===== src/rtl/sc_spi_clkgen_if.sv =====
// Bundle carrying the configuration, burst control and clock/strobe outputs of sc_spi_clkgen.
// The HOLD signal exists only when SC_SPI_CLKGEN_HOLD_EN is defined.
interface sc_spi_clkgen_if #(
  parameter int CNT_W    = 8,
  parameter int BITCNT_W = 6
);
  logic [CNT_W-1:0]    CLK_WIDTH_HIGH;
  logic [CNT_W-1:0]    CLK_WIDTH_LOW;
  logic [1:0]          CLK_MODE;
  logic [BITCNT_W-1:0] CYCLES;
  logic                START;
  logic                STOP;
`ifdef SC_SPI_CLKGEN_HOLD_EN
  logic                HOLD;
`endif
  logic                SPICLK;
  logic                BUSY;
  logic                DONE;
  logic                SAMPLE_STB;
  logic                SHIFT_STB;

  modport master (
`ifdef SC_SPI_CLKGEN_HOLD_EN
    output HOLD,
`endif
    output CLK_WIDTH_HIGH, CLK_WIDTH_LOW, CLK_MODE, CYCLES, START, STOP,
    input  SPICLK, BUSY, DONE, SAMPLE_STB, SHIFT_STB
  );

  modport slave (
`ifdef SC_SPI_CLKGEN_HOLD_EN
    input  HOLD,
`endif
    input  CLK_WIDTH_HIGH, CLK_WIDTH_LOW, CLK_MODE, CYCLES, START, STOP,
    output SPICLK, BUSY, DONE, SAMPLE_STB, SHIFT_STB
  );
endinterface


===== src/rtl/sc_spi_clkgen.sv =====
// Burst SPI clock generator: programmable phase widths, period count and CPOL/CPHA mode.
// Define SC_SPI_CLKGEN_HOLD_EN to add HOLD, which stretches the last cycle of each idle phase.
//
// state   | meaning
// IDLE    | no burst; SPICLK follows CPOL, START accepted here
// SETUP   | SPICLK = CPOL for W_LOW cycles before the first edge
// ACT     | SPICLK = ~CPOL for W_HIGH cycles (entry = leading edge)
// IDL     | SPICLK = CPOL for W_LOW cycles (entry = trailing edge)
module sc_spi_clkgen #(
  parameter int CNT_W    = 8,
  parameter int BITCNT_W = 6
) (
  input  logic            SRCCLK,
  input  logic            SYSRST,
  sc_spi_clkgen_if.slave  bus
);

  typedef enum logic [1:0] {S_IDLE, S_SETUP, S_ACT, S_IDL} state_t;

  state_t              state;
  logic [CNT_W-1:0]    phase_cnt;
  logic [CNT_W-1:0]    w_high;
  logic [CNT_W-1:0]    w_low;
  logic [BITCNT_W:0]   per_cnt;
  logic                cpol;
  logic                cpha;
  logic                spiclk;
  logic                busy;
  logic                done;
  logic                sample_stb;
  logic                shift_stb;
  logic                hold;
  logic [CNT_W-1:0]    w_high_in;
  logic [CNT_W-1:0]    w_low_in;
  logic [BITCNT_W:0]   cycles_in;

`ifdef SC_SPI_CLKGEN_HOLD_EN
  assign hold = bus.HOLD;
`else
  assign hold = 1'b0;
`endif

  // Zero widths and a zero period count are mapped to their usable meanings at accept time.
  always_comb begin
    w_high_in = (bus.CLK_WIDTH_HIGH == '0) ? CNT_W'(1) : bus.CLK_WIDTH_HIGH;
    w_low_in  = (bus.CLK_WIDTH_LOW  == '0) ? CNT_W'(1) : bus.CLK_WIDTH_LOW;
    cycles_in = (bus.CYCLES == '0) ? {1'b1, {BITCNT_W{1'b0}}} : {1'b0, bus.CYCLES};
  end

  always_ff @(posedge SRCCLK or posedge SYSRST) begin
    if (SYSRST) begin
      state      <= S_IDLE;
      phase_cnt  <= '0;
      per_cnt    <= '0;
      w_high     <= '0;
      w_low      <= '0;
      cpol       <= 1'b0;
      cpha       <= 1'b0;
      spiclk     <= 1'b0;
      busy       <= 1'b0;
      done       <= 1'b0;
      sample_stb <= 1'b0;
      shift_stb  <= 1'b0;
    end else begin
      done       <= 1'b0;
      sample_stb <= 1'b0;
      shift_stb  <= 1'b0;
      if (state != S_IDLE && bus.STOP) begin
        state  <= S_IDLE;
        busy   <= 1'b0;
        spiclk <= cpol;
      end else begin
        case (state)
          S_IDLE: begin
            spiclk <= bus.CLK_MODE[1];
            if (bus.START && !bus.STOP) begin
              w_high    <= w_high_in;
              w_low     <= w_low_in;
              cpol      <= bus.CLK_MODE[1];
              cpha      <= bus.CLK_MODE[0];
              per_cnt   <= cycles_in;
              phase_cnt <= w_low_in - CNT_W'(1);
              busy      <= 1'b1;
              state     <= S_SETUP;
            end
          end
          S_SETUP: begin
            if (phase_cnt == '0) begin
              state      <= S_ACT;
              spiclk     <= ~cpol;
              phase_cnt  <= w_high - CNT_W'(1);
              sample_stb <= ~cpha;
              shift_stb  <= cpha;
            end else begin
              phase_cnt <= phase_cnt - CNT_W'(1);
            end
          end
          S_ACT: begin
            if (phase_cnt == '0) begin
              state      <= S_IDL;
              spiclk     <= cpol;
              phase_cnt  <= w_low - CNT_W'(1);
              sample_stb <= cpha;
              // In mode CPHA=0 the final trailing edge has no following bit to shift out.
              shift_stb  <= ~cpha && (per_cnt != (BITCNT_W+1)'(1));
            end else begin
              phase_cnt <= phase_cnt - CNT_W'(1);
            end
          end
          S_IDL: begin
            if (phase_cnt != '0) begin
              phase_cnt <= phase_cnt - CNT_W'(1);
            end else if (!hold) begin
              per_cnt <= per_cnt - (BITCNT_W+1)'(1);
              if (per_cnt == (BITCNT_W+1)'(1)) begin
                state <= S_IDLE;
                busy  <= 1'b0;
                done  <= 1'b1;
              end else begin
                state      <= S_ACT;
                spiclk     <= ~cpol;
                phase_cnt  <= w_high - CNT_W'(1);
                sample_stb <= ~cpha;
                shift_stb  <= cpha;
              end
            end
          end
          default: state <= S_IDLE;
        endcase
      end
    end
  end

  assign bus.SPICLK     = spiclk;
  assign bus.BUSY       = busy;
  assign bus.DONE       = done;
  assign bus.SAMPLE_STB = sample_stb;
  assign bus.SHIFT_STB  = shift_stb;

endmodule


===== src/flat_wrapper.sv =====
// flat-port wrapper written by rule: the top's interface ports become plain ports
module sc_spi_clkgen_flat 
#(
  parameter int CNT_W    = 8,
  parameter int BITCNT_W = 6
)
  (SRCCLK, SYSRST, bus_CLK_WIDTH_HIGH, bus_CLK_WIDTH_LOW, bus_CLK_MODE, bus_CYCLES, bus_START, bus_STOP, bus_SPICLK, bus_BUSY, bus_DONE, bus_SAMPLE_STB, bus_SHIFT_STB);
  sc_spi_clkgen_if #(.CNT_W(CNT_W), .BITCNT_W(BITCNT_W)) bus_i ();
  input  logic SRCCLK;
  input  logic SYSRST;
  input wire logic [$bits(bus_i.CLK_WIDTH_HIGH)-1:0] bus_CLK_WIDTH_HIGH;
  input wire logic [$bits(bus_i.CLK_WIDTH_LOW)-1:0] bus_CLK_WIDTH_LOW;
  input wire logic [$bits(bus_i.CLK_MODE)-1:0] bus_CLK_MODE;
  input wire logic [$bits(bus_i.CYCLES)-1:0] bus_CYCLES;
  input wire logic [$bits(bus_i.START)-1:0] bus_START;
  input wire logic [$bits(bus_i.STOP)-1:0] bus_STOP;
  output wire logic [$bits(bus_i.SPICLK)-1:0] bus_SPICLK;
  output wire logic [$bits(bus_i.BUSY)-1:0] bus_BUSY;
  output wire logic [$bits(bus_i.DONE)-1:0] bus_DONE;
  output wire logic [$bits(bus_i.SAMPLE_STB)-1:0] bus_SAMPLE_STB;
  output wire logic [$bits(bus_i.SHIFT_STB)-1:0] bus_SHIFT_STB;
  assign bus_i.CLK_WIDTH_HIGH = bus_CLK_WIDTH_HIGH;
  assign bus_i.CLK_WIDTH_LOW = bus_CLK_WIDTH_LOW;
  assign bus_i.CLK_MODE = bus_CLK_MODE;
  assign bus_i.CYCLES = bus_CYCLES;
  assign bus_i.START = bus_START;
  assign bus_i.STOP = bus_STOP;
  assign bus_SPICLK = bus_i.SPICLK;
  assign bus_BUSY = bus_i.BUSY;
  assign bus_DONE = bus_i.DONE;
  assign bus_SAMPLE_STB = bus_i.SAMPLE_STB;
  assign bus_SHIFT_STB = bus_i.SHIFT_STB;
  sc_spi_clkgen #(.CNT_W(CNT_W), .BITCNT_W(BITCNT_W)) u_core (.SRCCLK(SRCCLK), .SYSRST(SYSRST), .bus(bus_i));
endmodule

===== config.mk =====
export PLATFORM = sky130hd
export DESIGN_NAME = sc_spi_clkgen_flat
export DESIGN_NICKNAME = d
export VERILOG_FILES = /design/src/rtl/sc_spi_clkgen_if.sv /design/src/rtl/sc_spi_clkgen.sv /design/src/flat_wrapper.sv
export SDC_FILE = /design/constraint.sdc
export NUM_CORES = 1
export LEC_CHECK = 0
export CAP_MARGIN = 30
export CORE_MARGIN = 10
export CORE_UTILIZATION = 55
export DETAILED_ROUTE_END_ITERATION = 10
export HOLD_SLACK_MARGIN = 0.12
export PLACE_DENSITY_LB_ADDON = 0.08
export REMOVE_ABC_BUFFERS = 1
export SYNTH_ARGS = -nofsm -noshare
export SYNTH_HDL_FRONTEND = slang
export SYNTH_SLANG_ARGS = --single-unit
export TNS_END_PERCENT = 10

===== constraint.sdc =====
create_clock -name SRCCLK -period 3.9 [get_ports SRCCLK]
set_input_delay 0.78 -clock SRCCLK [delete_from_list [all_inputs] [get_ports SRCCLK]]
set_output_delay 0.78 -clock SRCCLK [all_outputs]
set_load 0.05 [all_outputs]

# --- Yosys cells after proc, flatten, opt, wreduce, memory -nomap -nowiden ---
# Index checks and enable logic that the tools add are counted.
op_classes:
  n_addsub: 5
  mul: 0
  div_mod_pow: 0
  order_cmp: 0
  eq_ne: 14
  shift: 0
  n_mux: 45
  bitwise_logic: 3
  reduce_logical: 19
ops:
  columns: ["operator", "count"]
  rows:
  - ["$mux W8", 7]
  - ["$pmux W8 S4", 1]
  - ["$sub A8 B1 Y8 const B", 4]
  - ["$logic_not A8 Y1", 3]
  - ["$mux W1", 22]
  - ["$mux W7", 3]
  - ["$reduce_and A4 Y1", 4]
  - ["$pmux W7 S2", 1]
  - ["$mux W2", 6]
  - ["$ne A3 B1 Y1 const B", 4]
  - ["$ne A3 B2 Y1 const B", 3]
  - ["$pmux W2 S4", 1]
  - ["$reduce_bool A8 Y1", 1]
  - ["$eq A7 B1 Y1 const B", 1]
  - ["$ne A7 B1 Y1 const B", 1]
  - ["$sub A7 B1 Y7 const B", 1]
  - ["$logic_not A6 Y1", 1]
  - ["$pmux W1 S3", 2]
  - ["$reduce_and A3 Y1", 2]
  - ["$eq A2 B2 Y1 const B", 2]
  - ["$pmux W1 S4", 1]
  - ["$reduce_bool A2 Y1", 2]
  - ["$logic_and A1 B1 Y1", 3]
  - ["$not A1 Y1", 3]
  - ["other kinds (7)", 7]
totals:
  regBits: 40
  latchBits: 0
  mem_bits_rw: 0
  mem_bits_ro: 0
  in_bits: 28
  out_inout_bits: 5
  word_cells: 98
  n_memories: 0

# --- Logic depth before layout (Yosys ltp) ---
# Gate-level depths: netlist of the first run.
depth:
  depth_word: 5
  depth_mapped: 9

# --- Worst setup path after synthesis of the first run ---
# Ideal clock, no wire load.
synth_path:
  kind: "input-to-reg"
  startpoint: "input port bus_CLK_WIDTH_LOW[5]"
  endpoint: "register u_core.phase_cnt[2]"
  setup_ns: 0.121
  arrival_time_ns: 2.156
  required_time_ns: 3.779
  setup_slack_ns: 1.622
  stages: 7
  path_buffers: 0
  path_cell_list: "nor4_2 > a31oi_1 > ha_1 > xor2_1 > a21oi_1 > a21oi_1 > o22a_1"
synth_via:
  elab_chain_len: 5
synth_rtl:
  columns: ["item", "line", "source"]
  rows:
  - ["start, declared", "flat_wrapper.sv:12", "input wire logic [$bits(bus_i.CLK_WIDTH_LOW)-1:0] bus_CLK_WIDTH_LOW;"]
  - ["$logic_not A8 Y1", "sc_spi_clkgen.sv:46", "w_low_in = (bus.CLK_WIDTH_LOW == '0) ? CNT_W'(1) : bus.CLK_WIDTH_LOW;"]
  - ["$mux W8", "sc_spi_clkgen.sv:46", null]
  - ["$sub A8 B1 Y8", "sc_spi_clkgen.sv:82", "phase_cnt <= w_low_in - CNT_W'(1);"]
  - ["$mux W8", "sc_spi_clkgen.sv:76", "if (bus.START && !bus.STOP) begin"]
  - ["$pmux W8 S4", "sc_spi_clkgen.sv:73", "case (state)"]
  - ["end signal, assigned", "sc_spi_clkgen.sv:82", null]
  - ["end signal, assigned", "sc_spi_clkgen.sv:91", "phase_cnt <= w_high - CNT_W'(1);"]
  - ["end signal, assigned", "sc_spi_clkgen.sv:95", "phase_cnt <= phase_cnt - CNT_W'(1);"]
  - ["end, declared", "sc_spi_clkgen.sv:21", "logic [CNT_W-1:0] phase_cnt;"]
# Every way passes these cells. The select of a mux whose other input is x is not followed.
# A chain may end at the register's enable or synchronous reset.

# --- Worst setup path after layout of the first run ---
layout_path:
  startpoint: "input port bus_CLK_WIDTH_LOW[3]"
  endpoint: "register u_core.phase_cnt[2]"
# The elaborated chain is that of the path after synthesis.

==> metrics.txt, run 1 <==
RSZ-0062 raised after global routing false; Core ar. 4470 sq um; IO buf count 32; Post-CTS Setup Inserts 0; Final Cycle Share between 70% and 80%; max-slew violation count 0; initial antenna violation count 0; Max Fclk 357 MHz; vias in the first global route 2337; CP Class in2reg; Crit-path slowest cell clkdlybuf4s50_1; GRT Util Overall 17.9%; CP bufs+invs 1; Final WS setup 1.10 ns; pre-CTS setup slack around 0.87 ns; Worst VDD drop 201 uV; YS warnings 0; WL/cell 18.3 um; GRT Residual Overflow 0; Yosys reg bits 40; Post-route DRC 0; Clk Latency, worst-skew pair 0.30 ns; asr flop ratio synth 100%; Slew headroom 50.4%; DR vias 2407; total wire length 6.74 mm; Worst-Margin Slew roughly 0.74 ns; I/O pin total 33; H-Tree Depth 2; CP cell instances clkdlybuf4s50_1 > nor4_2 > a31oi_1 > ha_1 > xor2_1 > a21oi_1 > a21oi_1 > o22a_1; Setup crit start kind primary input; most common cell in the synthesized netlist dfrtp_1; antenna-violating nets left 0; CTS hold repair buffers 0; RD Place Congestion 0.871; CTS tree done; Initial Util between 50 and 60%; CP max FO 6; pin count of the biggest net entering global routing 41; sequential area share after synthesis 38.4%; vias per cell between 6 and 7; share of layout cells above drive strength 1 7.89%; top cells by count, synth 40 x dfrtp_1, 21 x a21oi_1, 21 x nand2_1, 20 x nor2_1; Gate Count Post-Synth 290; die area roughly 8000 sq um; Max-Cap Viols 0; kind of cell adding the most delay to the critical path compound AO/OA/AOI/OAI gates; Final min period 2.80 ns; CP endpoint kind flop; clk root buf clkbuf_8; CP most frequent cell a21oi_1; type of the tightest min-delay check reg2reg; post-synthesis cell area 2600 sq um; Most used DFF post-synth dfrtp_1; CTS Buffer Depth 2; final net count 351; Die Span X 88.8 um; CP peak stage delay 0.52 ns; Reg clk slew, reported paths 0.09 ns; Mean Syn Cell Area between 8 and 9 sq um; final hold viol count 0; Setup TNS Final 0 ns; post-synth top area cell dfrtp_1; Worst Skew 0.0106 ns; cell row count 24; final setup fails 0; outcome completed; Cell Pwr Density roughly 390 nW/um^2; Netlist cell types 53; Inserted Diodes 0; Die Ht 88.8 um; Leak 0.00116 uW; Post-CTS Resized 0; share of Yosys cell area claimed by the top area cell type 38.4%; global-route wire length before repair 11.2 mm; Layout area overhead 16.4%; CP Data Required Time 4.10 ns; DR iter-0 viols between 300 and 400; TritonRoute pass-1 iters 4; Post-DP HPWL a little under 5 mm; synth top area cells dfrtp_1 38%, mux2_2 4.3%, a21oi_1 4.0%, ha_1 3.4%, nand2_1 3.0%; clk sinks 40; CTS buffer count 5; Post-synth EDFFs 0; Crit path arrival time 3.00 ns
## final cells by class
cell class              count  area, sq um
flip-flops and latches     40         1000
well taps                  52         65.1
inverters                  15         56.3
clock inverters             2         15.0
clock buffers               6         82.6
fillers                   352         1440
multi-input cells         220         1480
repair buffers             34          335
## state kept, by name, indices dropped and copies added (netlist names)
register and count:
u_core.bus.SPICLK 1, u_core.cpha 1, u_core.w_high 8, u_core.per_cnt 7, u_core.cpol 1, u_core.bus.SHIFT_STB 1, u_core.bus.BUSY 1, u_core.w_low 8
u_core.bus.DONE 1, u_core.state 2, u_core.phase_cnt 8, u_core.bus.SAMPLE_STB 1
## worst register-to-register path, cell delays in order (launching register included)
cell     delay, ns
dfrtp_1       0.42
inv_1         0.11
ha_1          0.16
nor3b_2       0.36
and3_1        0.39
a311o_1       0.50
a21oi_1       0.08
o22a_1        0.21
## power by group
group          total [uW]  switching, uW  internal, uW
clock                 303            159           143
sequential            580           94.9           485
combinational         310            161           148
## metrics by stage
| stage | cell area (sq um) | utilization [%] | std cells | power (uW) | hold WS, ns |
|---|---|---|---|---|---|
| after detailed placement | 2930 | 65.5 | 361 | 891 | 0.481 |
| after global routing | 3030 | 67.7 | 369 | 1260 | 0.541 |
| after CTS | 3030 | 67.7 | 369 | 1190 | 0.505 |
| final | 3030 | 67.7 | 369 | 1190 | 0.503 |
| after global placement | 2930 | 65.5 | 361 | 886 | 0.482 |
| after floorplan | 2530 | - | 275 | 773 | 0.457 |
## cells by family after synthesis
| logic type | Yosys count | share of synthesized area [%] |
|---|---|---|
| adders and majority gates | 7 | 3.36 |
| buffers and inverters | 30 | 4.90 |
| AOI/OAI and AO/OA | 90 | 22.8 |
| and+or+nand+nor | 97 | 20.2 |
| muxes | 17 | 7.26 |
| xor gates and xnor gates | 9 | 3.03 |
| DFF | 40 | 38.4 |
## layer usage
layer / part of all wire, % / global-route usage (%) / vias to the layer above
li1: - / - / 1142
met1: 43 / 23.3 / 1125
met2: 46 / 28.3 / 124
met3: 8.0 / 4.04 / 16
met4: 2.6 / 7.05 / 0
met5: 0 / 0 / -
## layout by cell type (no fill, tap or decap), types with 3 or more instances in the layout
cell	count
mux2_1	5
o21ai_0	15
a21oi_1	21
o22a_1	3
and2_1	3
nand2b_1	4
a221oi_1	3
nor2_1	20
o211ai_1	3
nor3_1	8
or4_1	8
inv_1	15
a22oi_1	3
xor2_1	5
ha_1	7
mux2_2	10
nand2_1	21
xnor2_1	4
clkdlybuf4s50_1	32
o21ai_1	6
o31ai_1	6
a211oi_1	4
or3_1	5
o22ai_1	3
dfrtp_1	40
a31oi_1	7
clkbuf_8	6
or2_1	3
nand3_1	8
nor4_1	6
## worst paths after layout
path,cells after the start,from,slack [ns],endpoint
setup / recovery,8,bus_CLK_WIDTH_LOW[3],1.10,u_core.phase_cnt[2]$_DFFE_PP0P_
hold / removal,1,u_core.per_cnt[5]$_DFFE_PP0P_,0.50,u_core.per_cnt[5]$_DFFE_PP0P_
setup reg to reg,7,u_core.phase_cnt[0]$_DFFE_PP0P_,1.57,u_core.phase_cnt[3]$_DFFE_PP0P_
hold reg to reg,1,u_core.per_cnt[5]$_DFFE_PP0P_,0.50,u_core.per_cnt[5]$_DFFE_PP0P_
max in group asynchronous,3,SYSRST,2.61,u_core.bus.DONE$_DFF_PP0_
min in group asynchronous,3,SYSRST,0.92,u_core.per_cnt[2]$_DFFE_PP0P_
(Power assumes the default switching activity.)
==> run 2: changes to the inputs <==
Clock period 3.9 ns to 2.7 ns, I/O delays scaled along.
==> run 2 against run 1 <==
Net effect:
- cell count is 2.7% higher
- worst setup slack worse by 0.79 ns
- global-route usage is 0.50 points higher
- critical endpoint is now u_core.phase_cnt[3]$_DFFE_PP0P_
- highest routed layer unchanged
==> metrics.txt, run 2 (synthesis results as in run 1) <==
Post-DP HPWL 5.06 mm (+3.1%); TritonRoute pass-1 iters 6 (+2); Crit-path slowest cell a311o_1; Initial Util 58.2% (unchanged); Inserted Diodes 0 (unchanged); final setup fails 0 (unchanged); pin count of the biggest net entering global routing 41 (unchanged); Setup TNS Final 0 ns (unchanged); CP cell instances inv_1 > ha_1 > nor3b_2 > and3_1 > a311o_1 > a21oi_1 > o22a_1; CTS tree done; outcome completed; Cell Pwr Density 572 nW/um^2 (+45%); Max Fclk 419 MHz; initial antenna violation count 0 (unchanged); total wire length 6.87 mm (+2.0%); Multi-input gate area 1480 sq um (unchanged); Finished Layout Cells 379 (+2.7%); Final Cycle Share 88.4%; Reg area 1000 sq um (unchanged); Reg clk slew, reported paths 0.08 ns (about the same); CTS buffer count 5 (unchanged); DR vias 2406 (-0.042%); Core ar. 4470 sq um (unchanged); Final min period 2.39 ns; CP Data Required Time 2.89 ns (-1.21 ns); Worst VDD drop 319 uV (+59%); kind of cell adding the most delay to the critical path compound AO/OA/AOI/OAI gates; CTS hold repair buffers 0 (unchanged); Worst-Margin Slew 0.577 ns (-0.167 ns); CP Class reg2reg; share of layout cells above drive strength 1 10.4% (+2.5 points); Top Registers u_core.phase_cnt (8), u_core.w_high (8), u_core.w_low (8); WL/cell 18.1 um (-0.64%); CP endpoint kind flop; clk root buf clkbuf_8; GRT Util Overall 18.4% (+0.50 points); cell row count 24 (unchanged); vias per cell 6.35 (-2.7%); Max-Cap Viols 0 (unchanged); Setup crit start kind flop; Worst Skew 0.0116 ns (+0.00104 ns); Slew headroom 61.2% (+11 points); die area 7890 sq um (unchanged); max-slew violation count 0 (unchanged); Leak 0.00122 uW (+5.6%); Die Span X 88.8 um (unchanged); Clk Latency, worst-skew pair 0.30 ns (about the same); CP max FO 9 (+3); final hold viol count 0 (unchanged); vias in the first global route 2315 (-0.94%); DR iter-0 viols 242 (-39%); most frequent cells in the layout 40 x dfrtp_1, 32 x clkdlybuf4s50_1, 21 x a21oi_1, 21 x nand2_1, 20 x nor2_1; I/O pin total 33 (unchanged); CTS Buffer Depth 2 (unchanged); antenna-violating nets left 0 (unchanged); RD Place Congestion 0.895 (+2.7%); Post-CTS Resized 0 (unchanged); H-Tree Depth 2 (unchanged); number of fill cells in the layout 362 (+2.8%); GRT Residual Overflow 0 (unchanged); final net count 361 (+2.8%); Crit path arrival time 2.58 ns (-0.42 ns); type of the tightest min-delay check reg2reg; clk sinks 40 (unchanged); CP bufs+invs 1 (unchanged); RSZ-0062 raised after global routing false; Placed Instances 371 (+2.8%); Die Ht 88.8 um (unchanged); IO buf count 32 (unchanged); Layout area overhead 20.1%; global-route wire length before repair 11.5 mm (+3.3%); most common cell after layout, fill and taps aside dfrtp_1; CP peak stage delay 0.50 ns (-0.02 ns); Post-route DRC 0 (unchanged); Post-CTS Setup Inserts 0 (unchanged)
## run 2: cell count changes in the layout (fill, tap and decap cells not counted), sizes merged
cell	previous run	this run
clkinv	0	1
clkinvlp	2	0
buf	2	12
bufinv	0	1
## run 2: per-stage QoR
step	hold slack, ns	util (%)	instance area [sq um]	total power [uW]	setup WS (ns)
2_1_floorplan	0.457	-	2530	1120	0.440
3_3_place_gp	0.482	67.5	3020	1290	0.262
3_5_place_dp	0.514	67.5	3020	1310	0.169
4_1_cts	0.535	69.9	3130	1790	0.370
5_1_grt	0.552	69.9	3130	1900	0.232
6_report	0.533	69.9	3130	1790	0.312
## run 2: report_power, final
group	switching [uW]	leakage, uW	internal, uW	total [uW]
clock	214	0.0000552	274	489
sequential	133	0.000480	701	834
combinational	240	0.000689	227	467
## run 2: area by class of cell
class | count | share of cell area [%]
sequential | 40 | 32.0
tap | 52 | 2.08
multi-input combinational | 220 | 47.2
clock inverter | 2 | 1.12
inverter | 15 | 1.80
timing repair buffer | 44 | 13.5
clock buffer | 6 | 2.32
## run 2: final timing paths
| path | cells past startpoint | end | slack, ns | startpoint |
|---|---|---|---|---|
| hold reg to reg | 1 | u_core.w_high[7]$_DFFE_PP0P_ | 0.53 | u_core.w_high[7]$_DFFE_PP0P_ |
| max in group asynchronous | 3 | u_core.per_cnt[6]$_DFFE_PP0P_ | 1.68 | SYSRST |
| hold / removal | 1 | u_core.w_high[7]$_DFFE_PP0P_ | 0.53 | u_core.w_high[7]$_DFFE_PP0P_ |
| setup reg to reg | 7 | u_core.phase_cnt[3]$_DFFE_PP0P_ | 0.31 | u_core.phase_cnt[0]$_DFFE_PP0P_ |
| setup / recovery | 7 | u_core.phase_cnt[3]$_DFFE_PP0P_ | 0.31 | u_core.phase_cnt[0]$_DFFE_PP0P_ |
| min in group asynchronous | 3 | u_core.w_low[7]$_DFFE_PP0P_ | 0.67 | SYSRST |
## run 2: routing by layer
layer / vias up / wire [um] / GRT usage (%)
met5: - / 0 / 0
met4: 0 / 131 / 5.87
met3: 10 / 479 / 4.78
met2: 95 / 3250 / 28.5
met1: 1143 / 3020 / 24.6
li1: 1158 / - / -
## run 2: worst reg2reg max path: cells and delay by family, from the launching register on
family	cells	cell delay, ns
DFF	1	0.42
and+or+nand+nor	2	0.79
AOI/OAI and AO/OA	3	0.80
buffers and inverters	1	0.11
adders and majority gates	1	0.16
==> run 3: changes to the inputs <==
Settings changed: PLACE_DENSITY from default to 0.79, PLACE_DENSITY_LB_ADDON 0.08 to default.
==> run 3 against run 2 <==
Net effect:
- via count barely moved
- largest power group unchanged
- critical path depth stayed put
- worst setup slack improved by 0.12 ns
- clock-buffer cell count did not move
- register-to-register slack better by 0.12 ns
- maximum frequency grew 5.1%
- clock skew shrank 0.0039 ns
- highest routed layer unchanged
- critical path type unchanged
==> metrics.txt, run 3 (synthesis results as in run 1) <==
cell row count 24 (unchanged); Max-Cap Viols 0 (unchanged); die area 7890 sq um (unchanged); Post-DP HPWL 4.92 mm (-2.8%); type of the tightest min-delay check reg2reg; IO buf count 32 (unchanged); CTS Buffer Depth 2 (unchanged); Cell Pwr Density 557 nW/um^2 (-2.6%); Reg area 1000 sq um (unchanged); DR vias 2407 (+0.042%); total wire length 6.62 mm (-3.7%); start of the worst register-to-register path u_core.phase_cnt[0]$_DFFE_PP0P_; max-slew violation count 0 (unchanged); H-Tree Depth 2 (unchanged); Crit-path slowest cell a311o_1; GRT Util Overall 17.5% (-0.96 points); kind of cell adding the most delay to the critical path compound AO/OA/AOI/OAI gates; CTS tree done; DR iter-0 viols 195 (-19%); hold endpoint u_core.per_cnt[5]$_DFFE_PP0P_; Top Registers u_core.phase_cnt (8), u_core.w_high (8), u_core.w_low (8); Hold Crit Start u_core.per_cnt[5]$_DFFE_PP0P_; Finished Layout Cells 379 (unchanged); Switching Share 34.3% (+1.6 points); initial antenna violation count 0 (unchanged); vias in the first global route 2306 (-0.39%); WL/cell 17.5 um (-3.7%); Slew headroom 63.5% (+2.2 points); Inserted Diodes 0 (unchanged); pin count of the biggest net entering global routing 41 (unchanged); most frequent cells in the layout 40 x dfrtp_1, 32 x clkdlybuf4s50_1, 21 x a21oi_1, 21 x nand2_1, 20 x nor2_1; sequential share of power 48.2% (+1.6 points); Post-CTS Resized 0 (unchanged); final hold viol count 0 (unchanged); Hold Path Stages 1 (unchanged); TritonRoute pass-1 iters 5 (-1); CTS buffer count 5 (unchanged); Worst VDD drop 369 uV (+15%); final net count 361 (unchanged); number of fill cells in the layout 372 (+2.8%); CTS hold repair buffers 0 (unchanged); vias per cell 6.35 (about the same); clk root buf clkbuf_8; CP Data Required Time 2.89 ns (about the same); Placed Instances 371 (unchanged); Clk Latency, worst-skew pair 0.29 ns (about the same); CP cell instances inv_1 > ha_1 > nor3b_2 > and3_1 > a311o_1 > a21oi_1 > o22a_1; final setup fails 0 (unchanged); Die Span X 88.8 um (unchanged); worst reg2reg endpoint u_core.phase_cnt[3]$_DFFE_PP0P_; Reg clk slew, reported paths 0.08 ns (about the same); antenna-violating nets left 0 (unchanged); Layout area overhead 19.3%; RSZ-0062 raised after global routing false; I/O pin total 33 (unchanged); share of layout cells above drive strength 1 10.7% (+0.31 points); R2R depth 7 (unchanged); Setup TNS Final 0 ns (unchanged); Setup crit start kind flop; Internal 1140 uW (-5.6%); Post-route DRC 0 (unchanged); r2r setup slk 0.43 ns (+0.12 ns); global-route wire length before repair 11.1 mm (-3.5%); Multi-input gate area 1480 sq um (unchanged); Max Fclk 440 MHz (+5.1%); Final min period 2.27 ns (-0.115 ns); Post-CTS Setup Inserts 0 (unchanged); Worst Skew 0.00772 ns (-0.00391 ns); overall power 1730 uW (-3.3%); Initial Util 58.2% (unchanged); Final Cycle Share 84.2% (-4.3 points); most common cell after layout, fill and taps aside dfrtp_1; CP bufs+invs 1 (unchanged); outcome completed; Clk pwr share 24.7% (-2.6 points); Worst-Margin Slew 0.548 ns (-0.0290 ns); CP peak stage delay 0.47 ns (-0.03 ns); clk sinks 40 (unchanged); Crit path arrival time 2.46 ns (-0.12 ns); GRT Residual Overflow 0 (unchanged); Core ar. 4470 sq um (unchanged); CP Class reg2reg; RD Place Congestion 0.914 (+2.2%); Final Cell Area 3110 sq um (-0.72%); Comb power frac 27.2% (+1.1 points); CP endpoint kind flop; Leak 0.00121 uW (-1.2%); placed instance area 3010 sq um (-0.41%); Die Ht 88.8 um (unchanged); Switch Pwr 594 uW (+1.3%); CP max FO 9 (unchanged)
-- run 3: cell count changes in the layout (fill, tap and decap cells not counted) --
cell	delta
clkinvlp_4	+2
buf_12	-1
buf_4	+1
bufinv_16	-1
clkbuf_1	-1
clkbuf_8	+1
clkinv_2	-1
-- run 3: power by group through the flow --
stage / sequential, uW / clock [uW] / combinational, uW
3_5_place_dp: 841 / 0 / 464
2_1_floorplan: 821 / 0 / 296
4_1_cts: 830 / 432 / 467
5_1_grt: 850 / 467 / 519
3_3_place_gp: 833 / 0 / 452
6_report: 833 / 427 / 470
-- run 3: stage by stage --
step / util, % / setup slack, ns / hold slack (ns)
detailed placement: 67.2 / 0.155 / 0.476
CTS: 69.4 / 0.463 / 0.499
floorplan: - / 0.440 / 0.457
global placement: 67.2 / 0.257 / 0.482
finish: 69.4 / 0.428 / 0.500
global route: 69.4 / 0.293 / 0.532
-- run 3: worst max-delay path by stage --
stage	end	slack, ns	cells after the start	start
floorplan	u_core.cpol$_DFFE_PP0P_	0.44	3	u_core.state[0]$_DFFE_PP0P_
global placement	u_core.phase_cnt[2]$_DFFE_PP0P_	0.26	8	bus_CLK_WIDTH_LOW[5]
detailed placement	u_core.phase_cnt[2]$_DFFE_PP0P_	0.15	8	bus_CLK_WIDTH_LOW[5]
CTS	u_core.phase_cnt[3]$_DFFE_PP0P_	0.46	7	u_core.phase_cnt[0]$_DFFE_PP0P_
global route	u_core.phase_cnt[3]$_DFFE_PP0P_	0.29	7	u_core.phase_cnt[0]$_DFFE_PP0P_
finish	u_core.phase_cnt[3]$_DFFE_PP0P_	0.43	7	u_core.phase_cnt[0]$_DFFE_PP0P_
-- run 3: final cells by class --
class / instances / area share (%)
Multi-Input combinational cell: 220 / 47.5
Sequential cell: 40 / 32.2
Timing Repair Buffer: 44 / 13.2
Clock buffer: 6 / 2.66
Tap cell: 52 / 2.10
Inverter: 15 / 1.81
Clock inverter: 2 / 0.483
-- run 3: worst reg2reg max path: cells and delay by family (launching register included) --
| family | cells | cell delay, ns |
|---|---|---|
| AOI/OAI and AO/OA | 3 | 0.76 |
| and+or+nand+nor | 2 | 0.71 |
| DFF | 1 | 0.42 |
| adders and majority gates | 1 | 0.17 |
| buffers and inverters | 1 | 0.11 |
-- run 3: per-layer routing --
metal	routed length (um)	global-route usage [%]	up-vias	share of wire [%]
li1	-	-	1159	-
met1	3000	24.1	1159	45
met2	3130	27.1	81	47
met3	418	3.49	8	6.3
met4	75	4.85	0	1.1
met5	0	0	-	0
